--- src/rtl/fetch_buffer.sv ---
// fetch_buffer
//
// Instruction-fetch back end sitting directly behind the program counter.
// Every address the PC issues to the instruction ROM is remembered for one
// cycle so it can be paired with the ROM word that comes back the following
// cycle. The {address, instruction} pairs are queued in a small FIFO and
// presented to the decode stage. The block holds the PC while the FIFO has
// no room for work already in flight. It also absorbs decode stalls and
// throws away all fetched-but-unconsumed work on a branch/exception flush.
//
// Ports
//   clk       in   rising-edge clock
//   rst       in   asynchronous, active-high reset
//   rom_en    in   PC is presenting a meaningful fetch address
//   pc_addr   in   current fetch address (also driven to the ROM)
//   rom_data  in   ROM read data for the address presented last cycle
//   flush     in   redirect: discard everything fetched but not consumed
//   stall_id  in   decode cannot accept an instruction this cycle
//   stall_pc  out  hold the PC (no room for another fetch)
//   id_valid  out  id_pc/id_inst carry a real instruction
//   id_pc     out  address of the presented instruction (0 when empty)
//   id_inst   out  presented instruction word (0 / NOP when empty)

module fetch_buffer #(
    parameter int ADDR_WIDTH = 32,
    parameter int DATA_WIDTH = 32,
    parameter int DEPTH      = 2
) (
    input  logic                  clk,
    input  logic                  rst,
    input  logic                  rom_en,
    input  logic [ADDR_WIDTH-1:0] pc_addr,
    input  logic [DATA_WIDTH-1:0] rom_data,
    input  logic                  flush,
    input  logic                  stall_id,
    output logic                  stall_pc,
    output logic                  id_valid,
    output logic [ADDR_WIDTH-1:0] id_pc,
    output logic [DATA_WIDTH-1:0] id_inst
);

    localparam int PTR_W = (DEPTH > 1) ? $clog2(DEPTH) : 1;
    localparam int CNT_W = $clog2(DEPTH + 1);
    localparam int OCC_W = CNT_W + 1;

    logic [CNT_W-1:0]      r_count;
    logic [PTR_W-1:0]      r_rdPtr;
    logic [PTR_W-1:0]      r_wrPtr;
    logic                  r_reqValid;
    logic [ADDR_WIDTH-1:0] r_reqPc;

    logic [ADDR_WIDTH-1:0] r_memPc   [DEPTH];
    logic [DATA_WIDTH-1:0] r_memInst [DEPTH];

    logic                  w_issue;
    logic                  w_push;
    logic                  w_pop;
    logic [OCC_W-1:0]      w_occupancy;

    // Occupancy counts the queued entries plus the fetch whose ROM word is
    // still on its way. Stalling the PC on that sum is what makes a push
    // into a full FIFO impossible. The sum uses registers only, so stall_pc
    // has no combinational path from stall_id or flush.
    always_comb begin
        w_occupancy = OCC_W'(r_count) + OCC_W'(r_reqValid);
        stall_pc    = (w_occupancy >= OCC_W'(DEPTH));
        id_valid    = (r_count != '0);
        w_issue     = rom_en & ~stall_pc & ~flush;
        w_push      = r_reqValid & ~flush;
        w_pop       = id_valid & ~stall_id & ~flush;
        id_pc       = '0;
        id_inst     = '0;
        if (id_valid) begin
            id_pc   = r_memPc[r_rdPtr];
            id_inst = r_memInst[r_rdPtr];
        end
    end

    // Request tracking, FIFO pointers and count. Flush has priority over
    // everything: it empties the FIFO and drops the in-flight ROM return.
    // Pointers wrap naturally because DEPTH is a power of two.
    always_ff @(posedge clk or posedge rst) begin
        if (rst) begin
            r_count    <= '0;
            r_rdPtr    <= '0;
            r_wrPtr    <= '0;
            r_reqValid <= 1'b0;
            r_reqPc    <= '0;
        end else if (flush) begin
            r_count    <= '0;
            r_rdPtr    <= '0;
            r_wrPtr    <= '0;
            r_reqValid <= 1'b0;
        end else begin
            r_reqValid <= w_issue;
            if (w_issue) begin
                r_reqPc <= pc_addr;
            end
            if (w_push) begin
                r_wrPtr <= r_wrPtr + PTR_W'(1);
            end
            if (w_pop) begin
                r_rdPtr <= r_rdPtr + PTR_W'(1);
            end
            if (w_push && !w_pop) begin
                r_count <= r_count + CNT_W'(1);
            end else if (!w_push && w_pop) begin
                r_count <= r_count - CNT_W'(1);
            end
        end
    end

    // FIFO storage needs no reset; entries are only visible through the
    // id_valid mask.
    always_ff @(posedge clk) begin
        if (w_push) begin
            r_memPc[r_wrPtr]   <= r_reqPc;
            r_memInst[r_wrPtr] <= rom_data;
        end
    end

endmodule

--- config.mk ---
export PLATFORM = sky130hd
export DESIGN_NAME = fetch_buffer
export DESIGN_NICKNAME = d
export VERILOG_FILES = /design/src/rtl/fetch_buffer.sv
export SDC_FILE = /design/constraint.sdc
export NUM_CORES = 1
export LEC_CHECK = 0
export CAP_MARGIN = 10
export CORE_MARGIN = 2
export CORE_UTILIZATION = 55
export DETAILED_ROUTE_END_ITERATION = 7
export PLACE_DENSITY = 0.89
export SYNTH_ARGS = -nofsm -noshare
export SYNTH_HDL_FRONTEND = slang
export SYNTH_SLANG_ARGS = --single-unit
--- constraint.sdc ---
create_clock -name clk -period 8.5 [get_ports clk]
set_clock_uncertainty 0.05 [all_clocks]
set_input_delay 1.275 -clock clk [delete_from_list [all_inputs] [get_ports clk]]
set_output_delay 1.275 -clock clk [all_outputs]
set_load 0.03 [all_outputs]
==> flow_summary.json, run 1 <==
{
  "startpoint_type": "flop",
  "crit_chain": "nor2_4, buf_4, nor2_1, clkdlybuf4s50_1",
  "pin_count": 135,
  "grt-ovfl-total": 0,
  "dieArea_um2": 12500,
  "ys_warn_count": 0,
  "status": "completed",
  "cp_top_family": "buffers and inverters",
  "cts_made_buffers": 17,
  "antenna_found_initial": 0,
  "worstSetupEndpointType": "primary output",
  "cts_tree": "done",
  "cts_root_buf": "clkbuf_16",
  "hold_path_class": "reg -> reg",
  "fmax_ghz": 0.245,
  "drt-total-wl_mm": 12.0,
  "die_w_um": 112,
  "grt_pass1_vias": 3703,
  "ctsHoldBuffers": 0,
  "rsz0062_at_grt": "no",
  "synth_cell_types": 22,
  "syn-num-nets": 436,
  "cp.arrival_ps": 2760,
  "synth-seq-cells": 165,
  "num_antenna_cells": 0,
  "seq_area_frac_synth_pct": 74.7,
  "wire_per_inst_um": 18.2,
  "num_vias": 3484,
  "std_cell_rows": 39,
  "grt_usage_pct": 20.0,
  "syn_inst": 367,
  "antenna_left": 0,
  "nNetsFinal": 576,
  "tightestPinTransition_ps": 1140,
  "required_ps": 7170,
  "portBuffers": 134,
  "start_util_pct": 56.2,
  "slowest_stage": "clkdlybuf4s50_1",
  "cp_slowest_stage_delay_ps": 640,
  "critPathBufInv": 2,
  "critPathKind": "reg -> out",
  "core_um2": 11400,
  "synthToLayoutAreaGrowth_pct": 32.1,
  "syn_area_per_cell_um2": 17.4,
  "gp_congestion": 0.737,
  "post-route-period-util_pct": 48.0,
  "drc": 0,
  "viasPerCell": 5.26,
  "final_util_pct": 74.2,
  "slew_viol_final": 0,
  "cts_sinks": 165,
  "clk_latency_ps": 410,
  "postCtsSetupBuffers": 0,
  "grt_pass1_wl_mm": 18.9,
  "drt-pass1-iter-count": 4,
  "dp_hpwl_mm": 7.53,
  "syn_area_um2": 6380,
  "peakVddDrop_mv": 0.136,
  "fin_crit_ps": 4080,
  "leakage_nw": 3.00,
  "cts_max_path_buffers": 2,
  "cellPowerDensity_nw_per_um2": 223,
  "drv_cap": 0,
  "totalNegativeSetupSlack_ps": 0,
  "drive_above_1_share_pct": 13.7,
  "cts_max_level": 4,
  "grt_max_degree": 67,
  "ctsResizeCount": 0,
  "report.final.hold_viol_count": 0,
  "worstPathMaxFanout": 40,
  "relSlewSlack_pct": 23.5,
  "dieHeight_um": 112,
  "drt_iter0_drc": 153,
  "clkTransAtPathRegs_ps": 60,
  "setup_viol": 0
}
==> cell families after synthesis <==
kind of cell | Yosys count | synth area share, %
AND/OR/NAND/NOR | 73 | 4.72
buffers and inverters | 23 | 2.10
AO/OA/AOI/OAI | 8 | 0.803
multiplexers | 97 | 17.5
flip-flops | 165 | 74.7
XOR/XNOR | 1 | 0.137
==> routing by layer <==
layer  global-route usage [%]  wire (µm)  vias to the layer above
li1                         -          -                     1619
met1                     23.7       4930                     1726
met2                     34.9       6270                      120
met3                     4.95        600                       19
met4                     8.56        223                        0
met5                        0          0                        -
==> through the flow <==
step | cell area (µm²) | total power [mW] | cells | setup WS (ps) | hold WS (ps)
floorplan | 6380 | 1.07 | 367 | 3840 | 387
global placement | 7840 | 1.14 | 630 | 4670 | 397
detailed placement | 7840 | 1.15 | 630 | 4540 | 412
CTS | 8420 | 1.90 | 661 | 4350 | 427
global route | 8440 | 1.95 | 662 | 4270 | 435
finish | 8440 | 1.88 | 662 | 4420 | 425
==> sequential cells by signal (all words and copies together) (netlist names) <==
register	cells
r_reqValid	1
r_rdPtr	1
r_count	2
r_memInst	64
r_memPc	64
r_reqPc	32
r_wrPtr	1
==> worst paths after layout <==
check | slack, ps | startpoint | depth (start not counted) | to
max | 4420 | r_count[0] | 4 | id_inst[5]
min | 430 | r_reqPc[12] | 0 | r_memPc[1][12]
max reg2reg | 6030 | r_reqValid | 3 | r_memPc[1][22]
min reg2reg | 430 | r_reqPc[12] | 0 | r_memPc[1][12]
max in group asynchronous | 6440 | rst | 2 | r_rdPtr
min in group asynchronous | 1330 | rst | 2 | r_wrPtr
==> report_power, final <==
group / switching (mW) / total (mW) / internal [mW]
Clock: 0.288 / 0.747 / 0.458
Combinational: 0.0786 / 0.178 / 0.0998
Sequential: 0.0328 / 0.959 / 0.926
Total: 0.400 / 1.88 / 1.48
==> cell usage after synthesis <==
| cell type | number | area share (%) |
|---|---|---|
| or3_1 | 1 | 0.098 |
| or2_2 | 1 | 0.098 |
| buf_4 | 4 | 0.47 |
| nor3b_1 | 1 | 0.12 |
| mux2i_1 | 65 | 10 |
| buf_6 | 3 | 0.53 |
| buf_2 | 8 | 0.63 |
| a21oi_1 | 3 | 0.24 |
| a211oi_1 | 1 | 0.12 |
| mux2_4 | 29 | 6.8 |
| edfxtp_1 | 128 | 60 |
| clkbuf_1 | 2 | 0.12 |
| o21ai_0 | 2 | 0.16 |
| dfrtp_1 | 37 | 15 |
| a41o_1 | 1 | 0.16 |
| inv_1 | 6 | 0.35 |
| nor2_1 | 68 | 4.0 |
| nand3b_4 | 1 | 0.31 |
| nand2b_1 | 1 | 0.098 |
| xnor2_1 | 1 | 0.14 |
| mux2_2 | 3 | 0.53 |
| a21oi_2 | 1 | 0.14 |
==> cells in the final DEF, fill, tap and decap left out, drive strengths merged <==
| cell | instances |
|---|---|
| mux2i | 65 |
| bufinv | 3 |
| clkinvlp | 2 |
| edfxtp | 128 |
| clkinv | 5 |
| or3 | 1 |
| nor3b | 1 |
| o21ai | 2 |
| dfrtp | 37 |
| nand2b | 1 |
| mux2 | 32 |
| xnor2 | 1 |
| nand3b | 1 |
| a211oi | 1 |
| nor2 | 68 |
| a21oi | 4 |
| clkdlybuf4s50 | 134 |
| clkbuf | 21 |
| inv | 6 |
| a41o | 1 |
| or2 | 1 |
| buf | 4 |
==> cell type report <==
cell class	instances	area [µm²]
flip-flops and latches	165	4770
fillers	675	2930
multi-input cells	179	1500
repair buffers	138	1380
clock buffers	21	440
well taps	143	179
clock inverters	10	134
inverters	6	22.5
Note: power is estimated with default switching activity, not from simulation.
==> run 2: changes to the inputs <==
--- a/config.mk
+++ b/config.mk
@@ -7,9 +7,9 @@
 export LEC_CHECK = 0
 export CAP_MARGIN = 10
 export CORE_MARGIN = 2
-export CORE_UTILIZATION = 55
+export CORE_UTILIZATION = 46
 export DETAILED_ROUTE_END_ITERATION = 7
-export PLACE_DENSITY = 0.89
+export PLACE_DENSITY = 0.8
 export SYNTH_ARGS = -nofsm -noshare
 export SYNTH_HDL_FRONTEND = slang
 export SYNTH_SLANG_ARGS = --single-unit
==> constraint.sdc (replaced) <==
create_clock -name clk -period 3.7 [get_ports clk]
set_clock_uncertainty 0.05 [all_clocks]
set_input_delay 0.555 -clock clk [delete_from_list [all_inputs] [get_ports clk]]
set_output_delay 0.555 -clock clk [all_outputs]
set_load 0.03 [all_outputs]
==> flow_summary.json, run 2 (synthesis results as in run 1) <==
{
  "status": "completed",
  "drt-pass1-iter-count": 4,
  "cts_made_buffers": 17,
  "num_antenna_cells": 0,
  "nFillCells": 1010,
  "drt_iter0_drc": 157,
  "tightestPinTransition_ps": 787,
  "start_util_pct": 46.5,
  "cts_tree": "done",
  "post-route-period-util_pct": 85.8,
  "peakVddDrop_mv": 0.241,
  "cts_sinks": 165,
  "critPathKind": "reg -> out",
  "cts_max_level": 4,
  "swShare_pct": 21.5,
  "drv_cap": 0,
  "slowest_stage": "dfrtp_4",
  "combinationalPowerShare_pct": 9.5,
  "drc": 0,
  "postCtsSetupBuffers": 0,
  "ctsHoldBuffers": 0,
  "setup_viol": 0,
  "top_regs": "r_memInst: 64 flops, r_memPc: 64 flops, r_reqPc: 32 flops",
  "grt_usage_pct": 16.6,
  "synthToLayoutAreaGrowth_pct": 33.8,
  "leakage_nw": 3.02,
  "relSlewSlack_pct": 47.6,
  "cts_max_path_buffers": 2,
  "grt-ovfl-total": 0,
  "instances_no_fill": 702,
  "pin_count": 135,
  "cp.arrival_ps": 2570,
  "report.final.hold_viol_count": 0,
  "startpoint_type": "flop",
  "p_int_mw": 3.42,
  "cellPowerDensity_nw_per_um2": 510,
  "fmax_ghz": 0.315,
  "total_power_mw": 4.35,
  "dp_cells": 670,
  "grt_max_degree": 53,
  "final_cell_mix": "clkdlybuf4s50_1 (134), edfxtp_1 (128), mux2i_1 (65), nor2_1 (65), dfrtp_1 (36)",
  "crit_chain": "buf_12, mux2i_1, nor2_1, clkdlybuf4s50_1",
  "antenna_found_initial": 0,
  "drive_above_1_share_pct": 14.2,
  "num_vias": 3401,
  "rsz0062_at_grt": "no",
  "fin_crit_ps": 3180,
  "nNetsFinal": 578,
  "portBuffers": 134,
  "clk_latency_ps": 410,
  "worstSetupEndpointType": "primary output",
  "power_frac_clock_pct": 40.0,
  "hold_path_class": "reg -> reg",
  "dp_hpwl_mm": 7.43,
  "std_cell_rows": 43,
  "worstPathMaxFanout": 44,
  "cts_root_buf": "clkbuf_16",
  "required_ps": 3090,
  "cp_slowest_stage_delay_ps": 920,
  "clkTransAtPathRegs_ps": 60,
  "dieHeight_um": 122,
  "core_um2": 13700,
  "p_switching_mw": 0.935,
  "dieArea_um2": 14800,
  "grt_pass1_wl_mm": 18.3,
  "gp_congestion": 0.692,
  "seqPwrFrac_pct": 50.4,
  "slew_viol_final": 0,
  "ctsResizeCount": 0,
  "grt_pass1_vias": 3581,
  "wire_per_inst_um": 16.7,
  "antenna_left": 0,
  "die_w_um": 122,
  "layout_commonest_cell": "clkdlybuf4s50_1",
  "drt-total-wl_mm": 11.7,
  "viasPerCell": 4.84
}
run 2: cell count changes in the layout (fill, tap and decap cells not counted):
cell	before	now
buf_12	1	3
clkbuf_1	4	2
clkinv_1	0	2
clkinv_2	4	3
clkinv_4	1	4
inv_2	1	0
run 2: worst paths after layout:
path | slack [ps] | endpoint | from | depth (start not counted)
max in group asynchronous | 2680 | r_rdPtr | rst | 3
max | 520 | id_inst[19] | r_rdPtr | 4
min in group asynchronous | 520 | r_reqPc[29] | rst | 3
max reg2reg | 1750 | r_reqPc[14] | r_reqValid | 3
min reg2reg | 420 | r_memPc[1][10] | r_reqPc[10] | 0
min | 420 | r_memPc[1][10] | r_reqPc[10] | 0
run 2: cell type report:
type                       count  area (µm²)  area share (%)
multi-input combinational    179        1500            17.6
sequential                   165        4770            55.9
timing repair buffer         140        1420            16.7
inverter                       6        22.5           0.264
tap                          180         225            2.64
clock buffer                  19         433            5.07
clock inverter                13         159            1.86
run 2: metrics by stage:
stage | util [%] | setup WS [ps] | cell area, µm² | hold WS, ps | TNS (ps)
finish | 62.3 | 525 | 8540 | 422 | 0
global route | 62.3 | 393 | 8540 | 440 | 0
CTS | 62.3 | 475 | 8540 | 421 | 0
detailed placement | 57.9 | 929 | 7950 | 406 | 0
global placement | 57.9 | 995 | 7950 | 393 | 0
floorplan | - | -236 | 6380 | 387 | -30240
run 2: power by group through the flow:
stage	logic (mW)	registers (mW)	clock network (mW)
2_1_floorplan	0.256	2.20	0
3_3_place_gp	0.410	2.22	0
4_1_cts	0.423	2.19	1.78
5_1_grt	0.446	2.21	1.85
3_5_place_dp	0.421	2.23	0
6_report	0.416	2.19	1.74
run 2: per-layer routing:
metal / global-route usage (%) / up-vias / share of wire (%)
li1: - / 1627 / -
met1: 20.8 / 1667 / 43
met2: 28.1 / 98 / 51
met3: 4.59 / 9 / 5.3
met4: 4.96 / 0 / 0.82
met5: 0 / - / 0
run 2: critical path: cells and delay by family, from the launching register on:
kind / cells / cell delay (ps)
buffers and inverters: 2 / 980
DFF: 1 / 920
and+or+nand+nor: 1 / 140
muxes: 1 / 100
